`config.mk`:
```
export PLATFORM = sky130hd
export DESIGN_NAME = clocked_split_n
export DESIGN_NICKNAME = d
export VERILOG_FILES = /design/src/rtl/clocked_split_n.sv
export SDC_FILE = /design/constraint.sdc
export NUM_CORES = 1
export LEC_CHECK = 0
export CAP_MARGIN = 20
export CORE_MARGIN = 5
export CORE_UTILIZATION = 55
export DETAILED_ROUTE_END_ITERATION = 10
export MAX_ROUTING_LAYER = met4
export PLACE_DENSITY = 0.84
export SLEW_MARGIN = 15
export SYNTH_ARGS = -nofsm -noshare
export SYNTH_HDL_FRONTEND = slang
export SYNTH_SLANG_ARGS = --single-unit
```
`constraint.sdc`:
```
create_clock -name clk -period 3.5 [get_ports clk]
set_clock_uncertainty 0.15 [all_clocks]
set_input_delay 0.35 -clock clk [delete_from_list [all_inputs] [get_ports clk]]
set_output_delay 0.35 -clock clk [all_outputs]
set_load 0.03 [all_outputs]
```
`src/rtl/clocked_split_n.sv`:
```
// N-way valid/ready split with per-output FIFOs.
// Out-of-range selects are consumed, flagged and counted.
module clocked_split_n #(
  parameter int WIDTH = 8,
  parameter int NOUT  = 4,
  parameter int SEL_W = 2,
  parameter int DEPTH = 2,
  parameter int CNT_W = 8
) (
  input  logic                  clk,
  input  logic                  reset,
  input  logic [WIDTH-1:0]      x_data,
  input  logic                  x_valid,
  output logic                  x_ready,
  input  logic [SEL_W-1:0]      c_sel,
  input  logic                  c_valid,
  output logic                  c_ready,
  output logic [NOUT*WIDTH-1:0] y_data,
  output logic [NOUT-1:0]       y_valid,
  input  logic [NOUT-1:0]       y_ready,
  output logic                  err_sel,
  output logic [CNT_W-1:0]      drop_cnt
);

  localparam int PW = (DEPTH > 1) ? $clog2(DEPTH) : 1;

  logic [SEL_W:0]   sel_x;
  logic             bad;
  logic             fire;
  logic [NOUT-1:0]  hit;
  logic [NOUT-1:0]  full;
  logic [NOUT-1:0]  push;
  logic [NOUT-1:0]  pop;

  assign sel_x = {1'b0, c_sel};
  assign bad   = sel_x >= (SEL_W+1)'(NOUT);

  // Ready depends only on inputs and registered counts.
  assign fire = reset & x_valid & c_valid
              & (bad | ~|(hit & full));

  assign x_ready = fire;
  assign c_ready = fire;

  for (genvar i = 0; i < NOUT; i++) begin : g_out
    logic [WIDTH-1:0] mem [DEPTH];
    logic [PW-1:0]    rd_ptr;
    logic [PW-1:0]    wr_ptr;
    logic [PW:0]      cnt;

    assign hit[i]  = (c_sel == SEL_W'(i));
    assign full[i] = (cnt == (PW+1)'(DEPTH));
    assign push[i] = fire & hit[i];
    assign pop[i]  = y_valid[i] & y_ready[i];

    assign y_valid[i] = |cnt;
    assign y_data[i*WIDTH +: WIDTH] = mem[rd_ptr];

    always_ff @(posedge clk) begin
      if (push[i]) mem[wr_ptr] <= x_data;
    end

    always_ff @(posedge clk or negedge reset) begin
      if (!reset) begin
        rd_ptr <= '0;
        wr_ptr <= '0;
        cnt    <= '0;
      end else begin
        if (push[i]) wr_ptr <= wr_ptr + PW'(1);
        if (pop[i])  rd_ptr <= rd_ptr + PW'(1);
        case ({push[i], pop[i]})
          2'b10:   cnt <= cnt + (PW+1)'(1);
          2'b01:   cnt <= cnt - (PW+1)'(1);
          default: cnt <= cnt;
        endcase
      end
    end
  end

  always_ff @(posedge clk or negedge reset) begin
    if (!reset) begin
      err_sel  <= 1'b0;
      drop_cnt <= '0;
    end else begin
      err_sel <= fire & bad;
      if (fire & bad & ~&drop_cnt)
        drop_cnt <= drop_cnt + CNT_W'(1);
    end
  end

endmodule
```
After elaboration in Yosys (flattened, before gate mapping)
Memories as Yosys holds them, arrays and structs flattened.
Index checks and enable logic that the tools add are counted.
{"block": "word_totals", "latchBits": 0, "out_inout_bits": 47, "romBits": 0, "in_bits": 18, "memories": 4, "elab_cells": 91, "ram_bits": 64, "regBits": 25}
{"memory": "g_out[0].mem", "depth": 2, "width": 8, "read_ports": 1, "rd_ports_with_merged_regs": 0, "write_ports": 1, "line_no": "46", "rtl": "logic [WIDTH-1:0] mem [DEPTH];"}
{"memory": "g_out[1].mem", "depth": 2, "width": 8, "read_ports": 1, "rd_ports_with_merged_regs": 0, "write_ports": 1, "line_no": "46"}
{"memory": "g_out[2].mem", "depth": 2, "width": 8, "read_ports": 1, "rd_ports_with_merged_regs": 0, "write_ports": 1, "line_no": "46"}
{"memory": "g_out[3].mem", "depth": 2, "width": 8, "read_ports": 1, "rd_ports_with_merged_regs": 0, "write_ports": 1, "line_no": "46"}
{"block": "classes", "magnitude_cmp": 1, "div": 0, "bitwise": 15, "shift": 0, "reduce_logical": 13, "n_mul": 0, "add_sub_neg": 17, "mux": 12, "n_eq_ne": 15}
{"operator": "equality test 2 bit, second input constant", "n": 10}
{"operator": "one-hot mux 2 bit (2 select lines)", "n": 4}
{"operator": "AND 1 bit", "n": 13}
{"operator": "equality test 2 x 1 -> 1 bit, second input constant", "n": 5}
{"operator": "adder 1 bit, second input constant", "n": 8}
{"operator": "adder 2 x 1 -> 2 bit, second input constant", "n": 4}
{"operator": "adder 8 x 1 -> 8 bit, second input constant", "n": 1}
{"operator": "two-way mux 1 bit", "n": 8}
{"operator": "AND reduction 8 bit", "n": 1}
{"operator": "nonzero test 2 bit", "n": 4}
{"operator": "OR reduction 2 bit", "n": 4}
{"operator": "subtractor 2 x 1 -> 2 bit, second input constant", "n": 4}
{"operator": "AND 4 bit", "n": 1}
{"operator": "OR reduction 4 bit", "n": 1}
{"operator": ">= comparator 2 x 3 -> 1 bit, second input constant", "n": 1}
{"operator": "zero test 1 bit", "n": 2}
{"operator": "zero test 2 bit", "n": 1}
{"operator": "bitwise OR 1 bit", "n": 1}

Depth between registers and ports, before layout
Gate-level depths: netlist of run 1.
{"block": "depth", "ltp_word": 9, "depth_mapped": 7, "depth_no_buf": 6}

Worst setup path before layout of run 1
Ideal clock, no wire load.
{"block": "synth_timing", "path_type": "register -> output", "start": "register g_out[1].cnt[1]", "end": "output port x_ready", "n_path_buf": 1, "path_stages_with_launch": 5, "slack_ns": 1.411, "arrival_ns": 1.589, "required_ns": 3.000, "cell_sequence": "dfrtp_1 nor2b_1 a211o_1 a21oi_1 buf_4"}
{"block": "synth_via", "elab_chain_len": 6}
{"element": "from (decl)", "line_no": "49", "rtl": "logic [PW:0] cnt;"}
{"element": "from (signal assigned)", "line_no": "72", "rtl": "2'b10: cnt <= cnt + (PW+1)'(1);"}
{"element": "from (signal assigned)", "line_no": "73", "rtl": "2'b01: cnt <= cnt - (PW+1)'(1);"}
{"element": "from (signal assigned)", "line_no": "74", "rtl": "default: cnt <= cnt;"}
{"element": "equality test 2 bit", "line_no": "52", "rtl": "assign full[i] = (cnt == (PW+1)'(DEPTH));"}
{"element": "AND 4 bit", "line_no": "40", "rtl": "& (bad | ~|(hit & full));"}
{"element": "OR reduction 4 bit", "line_no": "40"}
{"element": "zero test 1 bit", "line_no": "40"}
{"element": "bitwise OR 1 bit", "line_no": "40"}
{"element": "AND 1 bit", "line_no": "40"}
{"element": "to (decl)", "line_no": "14", "rtl": "output logic x_ready,"}
No other way between the ends.

Worst setup path in the final report of run 1
{"block": "layout_timing", "start": "input port reset", "end": "output port c_ready"}
{"block": "layout_via", "elab_chain_len": 3}
{"element": "from (decl)", "line_no": "11", "rtl": "input logic reset,"}
{"element": "AND 1 bit (2 in series)", "line_no": "39", "rtl": "assign fire = reset & x_valid & c_valid"}
{"element": "AND 1 bit", "line_no": "40"}
{"element": "to (decl)", "line_no": "17", "rtl": "output logic c_ready,"}
No other way between the ends.

==> summary.md, run 1 <==
| Metric | Value |
|---|---|
| Clock tree root driver cell | clkbuf_8 |
| Count of buffering cells on the critical path with inverters included | 2 |
| Synthesized instance count | 192 |
| Static leakage power | 0.00144 µW |
| Largest family of logic cells by synthesized area | multiplexers |
| Number of CTS-inserted buffers | 9 |
| Class of the worst hold path | primary input to asynchronous set/reset pin |
| Total setup buffers inserted after CTS | 0 |
| Std-Cell Core Area | 0.00582 mm² |
| Most repeated library cell on the critical path | clkdlybuf4s50_1 |
| Post-synthesis simple-gate area fraction | 5.32% |
| Worst Setup End Kind | output port |
| Die width | 86.8 µm |
| Number of enable flip-flop cells after synthesis | 64 |
| Number of warning messages in the yosys log | 0 |
| WL per Instance | 16.8 µm |
| Sequential cell area fraction in the yosys report | 71.5% |
| Total placed instance area | 0.00384 mm² |
| Number of synthesized register bits | 80 |
| DR iter-0 viols | 98 |
| Post-Synth Adder-Cell Area | 1.54% |
| Residual DRC count | 0 |
| Num ports | 65 |
| Synthesized-area fraction occupied by xor and xnor cells | 5.63% |
| Fmax | 371 MHz |
| Number of pins with negative max-slew slack in the final report | 0 |
| Number of placement rows | 28 |
| Insertion delay to the later sink of the worst-skew pair | 340 ps |
| Hold-fix buffers at CTS | 0 |
| Yosys cell types | 30 |
| Netlist area before placement | 0.00325 mm² |
| Gpl congestion | 0.728 |
| Initial antenna violation count | 0 |
| Clock transition at the register clock pins on the worst setup and hold paths after CTS | 80 ps |
| Period minus WS final | 2690 ps |
| Global-route usage over all layers | 16.6% |
| Relative area change from synthesis to final layout | 24.0% |
| Smallest setup slack after layout | 806 ps |
| Number of global-route vias before repair | 1701 |
| Unrepaired setup endpoints after global routing | no |
| Antenna viol nets, final | 0 |
| Total non-filler cell area in the finished layout | 0.00403 mm² |
| Detail-routed via count per cell | 5.05 |
| Via count | 1687 |
| Total power | 2920 µW |
| Starting Density | 55.8% |
| Final setup violation count | 0 |
| Worst Path Required | 3000 ps |
| Fillcell total | 422 |
| Type of the worst setup path | primary input to output port |
| CP peak stage delay | 760 ps |
| Share of synthesized area spent on multiplexers | 11.1% |
| Maximum buffer depth of the clock tree | 2 |
| Cell family contributing the most delay on the critical path | buffers and inverters |
| Startpoint kind of the worst setup timing path | primary input |
| Fraction of registers with async set/reset | 20.0% |
| Layout Nets | 276 |
| Maximum level of the CTS H-tree | 3 |
| Chip height | 86.8 µm |
| Area of the die | 0.00754 mm² |
| Most common cell after layout, fill and taps aside | edfxtp_1 |
| Actual slew at the worst max-slew pin | 748 ps |
| Hold Vio Cnt, Final | 0 |
| Diodes inserted | 0 |
| Count of TritonRoute iterations in the first routing pass | 4 |
| Overflow left after global routing | 0 |
| Number of max-cap violations | 0 |
| Clock tree from TritonCTS | yes |
| CP Data Arrival Time | 2190 ps |
| Wire length of the first global-routing pass | 8.74 mm |
| Layout cell share with drive strength beyond 1 | 21.2% |
| Total wirelength of the detailed-routed design | 5.62 mm |
| Finished Layout Cells | 334 |
| Largest net degree at the start of global routing | 15 |
| Synth Area in Compound Gates | 0.925% |
| Peak ir drop on the vdd network | 0.454 mV |
| Clock Sink Count | 80 |
| Number of port buffers | 55 |
| Portion of the clock cycle consumed by the worst path in the final layout | 77.0% |
| DP HPWL | 3.89 mm |
| Cells after DPL | 318 |
| Fin Setup TNS | 0 ps |
| Pwr dens | 724 mW/mm² |
| Most used flip-flop cell after synthesis | edfxtp_1 |
| Max FO, Critical Path | 11 |
| Worst setup slack before clock tree synthesis | 674 ps |
| Avg Inst Size Synth | 16.9 µm² |
| Chain of cells forming the critical path | clkdlybuf4s50_1, nand3_1, a21oi_1, clkdlybuf4s50_1 |
| Slew HR | 49.9% |
| Top library cells by usage in the layout, fill and taps aside | edfxtp_1 (64), clkdlybuf4s50_1 (55), mux2_2 (32) |
| Result of the run | finished clean |
| Quantity of gates resized following cts | 0 |
| Slowest cell on the critical path | clkdlybuf4s50_1 |
-- final timing paths --
path / endpoint / depth (start not counted) / startpoint / slack, ps
min reg2reg: g_out[1].cnt[1] / 1 / g_out[1].cnt[1] / 330
min in group clk: g_out[1].cnt[1] / 1 / g_out[1].cnt[1] / 330
min: g_out[1].rd_ptr / 1 / reset / 170
max reg2reg: g_out[2].mem[1][0] / 3 / g_out[2].cnt[0] / 1550
max: c_ready / 4 / reset / 810
max in group asynchronous: g_out[2].rd_ptr / 2 / reset / 2530
-- stage by stage --
stage               util, %  hold WS, ps
global placement       66.1          317
global route           69.3          198
detailed placement     66.1          325
floorplan                 -        -95.6
finish                 69.3          172
CTS                    69.3          183
-- worst reg2reg max path: cells and delay by family, from the launching register on --
| family | cells | cell delay, ps |
|---|---|---|
| flops | 1 | 410 |
| simple gates | 3 | 1030 |
-- routing by layer --
metal / up-vias / share of wire [%] / GRT usage, %
met5: - / 0 / -
met4: 0 / 2.1 / 7.65
met3: 13 / 5.0 / 4.37
met2: 48 / 53 / 27.3
met1: 833 / 39 / 19.2
li1: 793 / - / -
-- sequential cells by signal, indices dropped and copies added (netlist names) --
| register | count |
|---|---|
| g_out.cnt | 8 |
| g_out.wr_ptr | 4 |
| g_out.rd_ptr | 4 |
| g_out.mem | 64 |
-- report_power, final --
group	switching [µW]	internal, µW	total, µW	leakage (µW)
clock	325	279	603	0.0000962
sequential	167	1140	1310	0.000765
combinational	498	508	1010	0.000583
-- logic make-up (layout without fill, tap and decap cells) --
group,after synthesis,count (layout)
AOI/OAI and AO/OA,4,4
xor gates and xnor gates,20,20
adders and majority gates,4,4
buffers and inverters,21,80
DFF,80,80
muxes,32,32
other,1,9
and+or+nand+nor,30,30
-- synthesized netlist by cell type, types with 2 or more instances --
| library cell | instances | area share [%] |
|---|---|---|
| and2_1 | 4 | 0.77 |
| or2_1 | 4 | 0.77 |
| xnor2_1 | 12 | 3.2 |
| clkbuf_1 | 4 | 0.46 |
| ha_1 | 4 | 1.5 |
| xor2_1 | 7 | 1.9 |
| inv_1 | 5 | 0.58 |
| dfrtp_1 | 16 | 12 |
| buf_4 | 10 | 2.3 |
| nor2b_1 | 2 | 0.39 |
| nor2_1 | 11 | 1.3 |
| edfxtp_1 | 64 | 59 |
| mux2_2 | 32 | 11 |
-- area by class of cell --
class	count	area (µm²)	area share (%)
inverter	5	18.8	0.466
clock inverter	6	45.0	1.12
tap	75	93.8	2.33
timing repair buffer	59	581	14.4
clock buffer	10	138	3.42
multi-input combinational	99	830	20.6
sequential	80	2320	57.7
No activity file was read; power rests on OpenSTA's default activity.
==> run 2: changes to the inputs <==
CORE_UTILIZATION = 51   (was 55)
PLACE_DENSITY = 0.79   (was 0.84)
clock period = 2.7 ns   (was 3.5 ns; I/O delays follow)
==> summary.md, run 2 (synthesis gave the netlist of run 1 again) <==
| Metric | Value |
|---|---|
| Layout Nets | 280 |
| Antenna viol nets, final | 0 |
| Number of max-cap violations | 0 |
| Crit path to | y_data[0] |
| Critical register-to-register path endpoint | g_out[1].cnt[1] |
| Detail-routed via count per cell | 4.94 |
| Fin Setup TNS | 0 ps |
| Layout cell share with drive strength beyond 1 | 22.1% |
| Via count | 1681 |
| Static leakage power | 0.00145 µW |
| Worst setup slack before clock tree synthesis | 184 ps |
| Most common cell after layout, fill and taps aside | edfxtp_1 |
| Startpoint of the most critical register-to-register path | g_out[1].cnt[1] |
| Insertion delay to the later sink of the worst-skew pair | 330 ps |
| Portion of the clock cycle consumed by the worst path in the final layout | 86.9% |
| Residual DRC count | 0 |
| Unrepaired setup endpoints after global routing | no |
| Clock tree from TritonCTS | yes |
| Reg2Reg Setup Slack | 740 ps |
| Period minus WS final | 2350 ps |
| Relative area change from synthesis to final layout | 24.3% |
| Smallest setup slack after layout | 355 ps |
| Clock transition at the register clock pins on the worst setup and hold paths after CTS | 80 ps |
| Number of pins with negative max-slew slack in the final report | 0 |
| Maximum buffer depth of the clock tree | 2 |
| Largest net degree at the start of global routing | 18 |
| Class of the worst hold path | primary input to asynchronous set/reset pin |
| Fmax | 426 MHz |
| Initial antenna violation count | 0 |
| Slew HR | 66.7% |
| Final setup violation count | 0 |
| Die width | 89.8 µm |
| Maximum level of the CTS H-tree | 3 |
| Total non-filler cell area in the finished layout | 0.00404 mm² |
| WL per Instance | 16.0 µm |
| Cells after DPL | 324 |
| CP Data Arrival Time | 1930 ps |
| Area of the die | 0.00806 mm² |
| Hold-fix buffers at CTS | 0 |
| Max FO, Critical Path | 9 |
| Result of the run | finished clean |
| Peak ir drop on the vdd network | 0.704 mV |
| Type of the worst setup path | register to output port |
| Quantity of gates resized following cts | 0 |
| Pwr dens | 921 mW/mm² |
| Hold Vio Cnt, Final | 0 |
| Actual slew at the worst max-slew pin | 499 ps |
| Number of placement rows | 29 |
| DP HPWL | 3.75 mm |
| Finished Layout Cells | 340 |
| Gpl congestion | 0.748 |
| Chip height | 89.8 µm |
| Count of TritonRoute iterations in the first routing pass | 4 |
| Depth of the worst register-to-register path | 5 |
| Global-route usage over all layers | 14.5% |
| Number of CTS-inserted buffers | 9 |
| Clock Sink Count | 80 |
| Total power | 3720 µW |
| Total setup buffers inserted after CTS | 0 |
| Overflow left after global routing | 0 |
| Diodes inserted | 0 |
| Clock tree root driver cell | clkbuf_8 |
| Number of global-route vias before repair | 1764 |
| Std-Cell Core Area | 0.00628 mm² |
| Startpoint kind of the worst setup timing path | register |
| DR iter-0 viols | 80 |
| Number of port buffers | 55 |
| Largest Register | g_out.mem |
| Wire length of the first global-routing pass | 8.75 mm |
| Worst Setup End Kind | output port |
| Top library cells by usage in the layout, fill and taps aside | edfxtp_1 (64), clkdlybuf4s50_1 (53), mux2_2 (32) |
| Worst Path Required | 2280 ps |
| Setup crit start | g_out[0].rd_ptr |
| Largest registers | g_out.mem x64, g_out.cnt x8 |
| Total placed instance area | 0.00387 mm² |
| Flip-flop count of the largest register after layout | 64 |
| Starting Density | 51.7% |
| Total wirelength of the detailed-routed design | 5.43 mm |
| Num ports | 65 |
| Fillcell total | 465 |
==> run 2: through the flow <==
stage,util (%),hold WS (ps)
6_report,64.3,169
5_1_grt,64.3,160
4_1_cts,64.3,161
3_5_place_dp,61.7,326
3_3_place_gp,61.7,322
2_1_floorplan,-,-176
==> run 2: power breakdown <==
part	internal (µW)	switching (µW)	total, µW
clock network	327	398	725
logic	659	639	1300
registers	1480	214	1690
==> run 2: worst min-delay path by stage <==
stage / from / endpoint / slack, ps / depth (start not counted)
after CTS: reset / g_out[0].cnt[0] / 160 / 2
after floorplan: reset / g_out[0].cnt[0] / -180 / 0
after global placement: g_out[2].cnt[1] / g_out[2].cnt[1] / 320 / 1
after detailed placement: g_out[2].cnt[1] / g_out[2].cnt[1] / 330 / 1
final: reset / g_out[3].wr_ptr / 170 / 2
after global routing: reset / g_out[2].cnt[1] / 160 / 2
==> run 2: area by class of cell <==
class	instances	area [µm²]	area share [%]
Timing Repair Buffer	63	606	15.0
Clock inverter	6	36.3	0.899
Tap cell	77	96.3	2.39
Clock buffer	10	128	3.16
Sequential cell	80	2320	57.5
Multi-Input combinational cell	99	830	20.6
Inverter	5	18.8	0.465
==> run 2: per-layer routing <==
layer  wire length, µm  track usage [%]  up-vias
met3               285             3.67       10
met1              2400             18.5      816
met5                 0                -        -
met4               119             7.30        0
met2              2630             21.7       50
li1                  -                -      805
==> run 2: worst max-delay path: stages (launching register included) <==
cell	delay [ps]
dfrtp_1	590
mux2_2	390
clkdlybuf4s50_1	610
==> run 3: changes to the inputs <==
REMOVE_ABC_BUFFERS = 1   (was not set)
==> summary.md, run 3 (synthesis gave the netlist of run 1 again) <==
| Metric | Value |
|---|---|
| Startpoint of the most critical register-to-register path | g_out[1].cnt[1] |
| Diodes inserted | 0 |
| Comb pwr share | 31.6% |
| Clock transition at the register clock pins on the worst setup and hold paths after CTS | 80 ps |
| Peak ir drop on the vdd network | 0.593 mV |
| Chip height | 89.8 µm |
| Wire length of the first global-routing pass | 9.55 mm |
| Die width | 89.8 µm |
| Number of CTS-inserted buffers | 9 |
| Portion of the clock cycle consumed by the worst path in the final layout | 87.2% |
| Result of the run | finished clean |
| Detail-routed via count per cell | 5.01 |
| Number of placement rows | 29 |
| Number of port buffers | 55 |
| Std-Cell Core Area | 0.00628 mm² |
| CP Data Arrival Time | 1940 ps |
| Total wirelength of the detailed-routed design | 5.78 mm |
| CP peak stage delay | 600 ps |
| Global-route usage over all layers | 15.9% |
| Relative area change from synthesis to final layout | 27.7% |
| DP HPWL | 3.94 mm |
| Unrepaired setup endpoints after global routing | no |
| Quantity of gates resized following cts | 0 |
| Static leakage power | 0.00150 µW |
| Largest registers | g_out.mem x64, g_out.cnt x8 |
| Total non-filler cell area in the finished layout | 0.00415 mm² |
| Area of the die | 0.00806 mm² |
| Largest Register | g_out.mem |
| Fillcell total | 452 |
| Number of pins with negative max-slew slack in the final report | 0 |
| DR iter-0 viols | 59 |
| Number of max-cap violations | 0 |
| Reg2Reg Setup Slack | 710 ps |
| Initial antenna violation count | 0 |
| Starting Density | 51.7% |
| Share of total power in the clock network | 27.4% |
| Count of buffering cells on the critical path with inverters included | 1 |
| Maximum level of the CTS H-tree | 3 |
| Count of TritonRoute iterations in the first routing pass | 4 |
| Worst Setup End Kind | output port |
| Net switching component of the power | 1290 µW |
| Startpoint kind of the worst setup timing path | register |
| Total setup buffers inserted after CTS | 0 |
| Largest net degree at the start of global routing | 15 |
| Clock Sink Count | 80 |
| Residual DRC count | 0 |
| Final setup violation count | 0 |
| Flip-flop count of the largest register after layout | 64 |
| Type of the worst setup path | register to output port |
| Worst Path Required | 2280 ps |
| Worst setup slack before clock tree synthesis | 291 ps |
| Smallest setup slack after layout | 345 ps |
| Antenna viol nets, final | 0 |
| Maximum buffer depth of the clock tree | 2 |
| Depth of the worst register-to-register path | 5 |
| Chain of cells forming the critical path | mux2_2, clkdlybuf4s50_1 |
| Overflow left after global routing | 0 |
| Clock tree root driver cell | clkbuf_8 |
| Layout cell share with drive strength beyond 1 | 23.5% |
| Insertion delay to the later sink of the worst-skew pair | 340 ps |
| Most common cell after layout, fill and taps aside | edfxtp_1 |
| Layout Nets | 281 |
| Critical register-to-register path endpoint | g_out[1].cnt[1] |
| Num ports | 65 |
| Pwr dens | 998 mW/mm² |
| Top library cells by usage in the layout, fill and taps aside | edfxtp_1 (64), clkdlybuf4s50_1 (53), mux2_2 (32) |
| Slowest cell on the critical path | clkdlybuf4s50_1 |
| Hold Vio Cnt, Final | 0 |
| Number of global-route vias before repair | 1872 |
| Fmax | 425 MHz |
| Hold-fix buffers at CTS | 0 |
| Cell-internal power | 2850 µW |
| Clock tree from TritonCTS | yes |
| Via count | 1708 |
| Gpl congestion | 0.762 |
| Total placed instance area | 0.00388 mm² |
| Flop pwr share | 41.0% |
| Class of the worst hold path | primary input to asynchronous set/reset pin |
| Fin Setup TNS | 0 ps |
| Share of total power consumed by net switching | 31.3% |
| Cell family contributing the most delay on the critical path | buffers and inverters |
| WL per Instance | 17.0 µm |
| Max FO, Critical Path | 9 |
| Period minus WS final | 2360 ps |
[run 3: changes by cell type in the layout (fill, tap and decap cells not counted), sizes merged]
cell / before / now
clkinv: 4 / 1
clkbuf: 10 / 9
bufinv: 0 / 4
buf: 10 / 11
[run 3: worst register-to-register path: cells and delay by family (launching register included)]
kind	cells	cell delay [ps]
adder cells (fa/ha/maj)	1	360
flip-flops	1	420
AND/OR/NAND/NOR	3	840
XOR/XNOR	1	160
[run 3: how the worst max path moves through the flow]
| stage | slack [ps] | end | from | cells past startpoint |
|---|---|---|---|---|
| floorplan | 580 | c_ready | g_out[1].cnt[1] | 3 |
| CTS | 330 | y_data[6] | g_out[0].rd_ptr | 2 |
| finish | 340 | y_data[6] | g_out[0].rd_ptr | 2 |
| global route | 240 | y_data[23] | g_out[2].rd_ptr | 2 |
| detailed placement | 290 | g_out[1].cnt[1] | reset | 6 |
| global placement | 380 | g_out[1].cnt[1] | reset | 6 |
[run 3: cell type report]
class / count / area [µm²] / share of cell area (%)
flip-flops and latches: 80 / 2320 / 56.0
multi-input cells: 99 / 830 / 20.0
repair buffers: 64 / 613 / 14.8
clock inverters: 7 / 144 / 3.47
clock buffers: 9 / 124 / 2.99
well taps: 77 / 96.3 / 2.32
inverters: 5 / 18.8 / 0.452
[run 3: per-stage QoR]
stage / hold WS [ps] / total power [µW] / util [%] / std cells
global placement: 322 / 3010 / 61.8 / 325
finish: 101 / 4140 / 66.1 / 341
floorplan: -176 / 2550 / - / 184
detailed placement: 332 / 3030 / 61.8 / 325
global route: 98.8 / 4340 / 66.1 / 341
CTS: 104 / 4180 / 66.1 / 341
[run 3: power by group through the flow]
stage	registers [µW]	clock network [µW]	logic (µW)
2_1_floorplan	1660	0	886
3_3_place_gp	1720	0	1290
3_5_place_dp	1720	0	1310
4_1_cts	1700	1150	1320
5_1_grt	1730	1210	1400
6_report	1700	1130	1310
[run 3: per-layer routing]
layer / GRT usage [%] / vias to the layer above / wire (µm)
met5: - / - / 0
met4: 7.18 / 0 / 87
li1: - / 810 / -
met2: 24.5 / 50 / 2820
met1: 20.0 / 839 / 2590
met3: 3.92 / 9 / 292
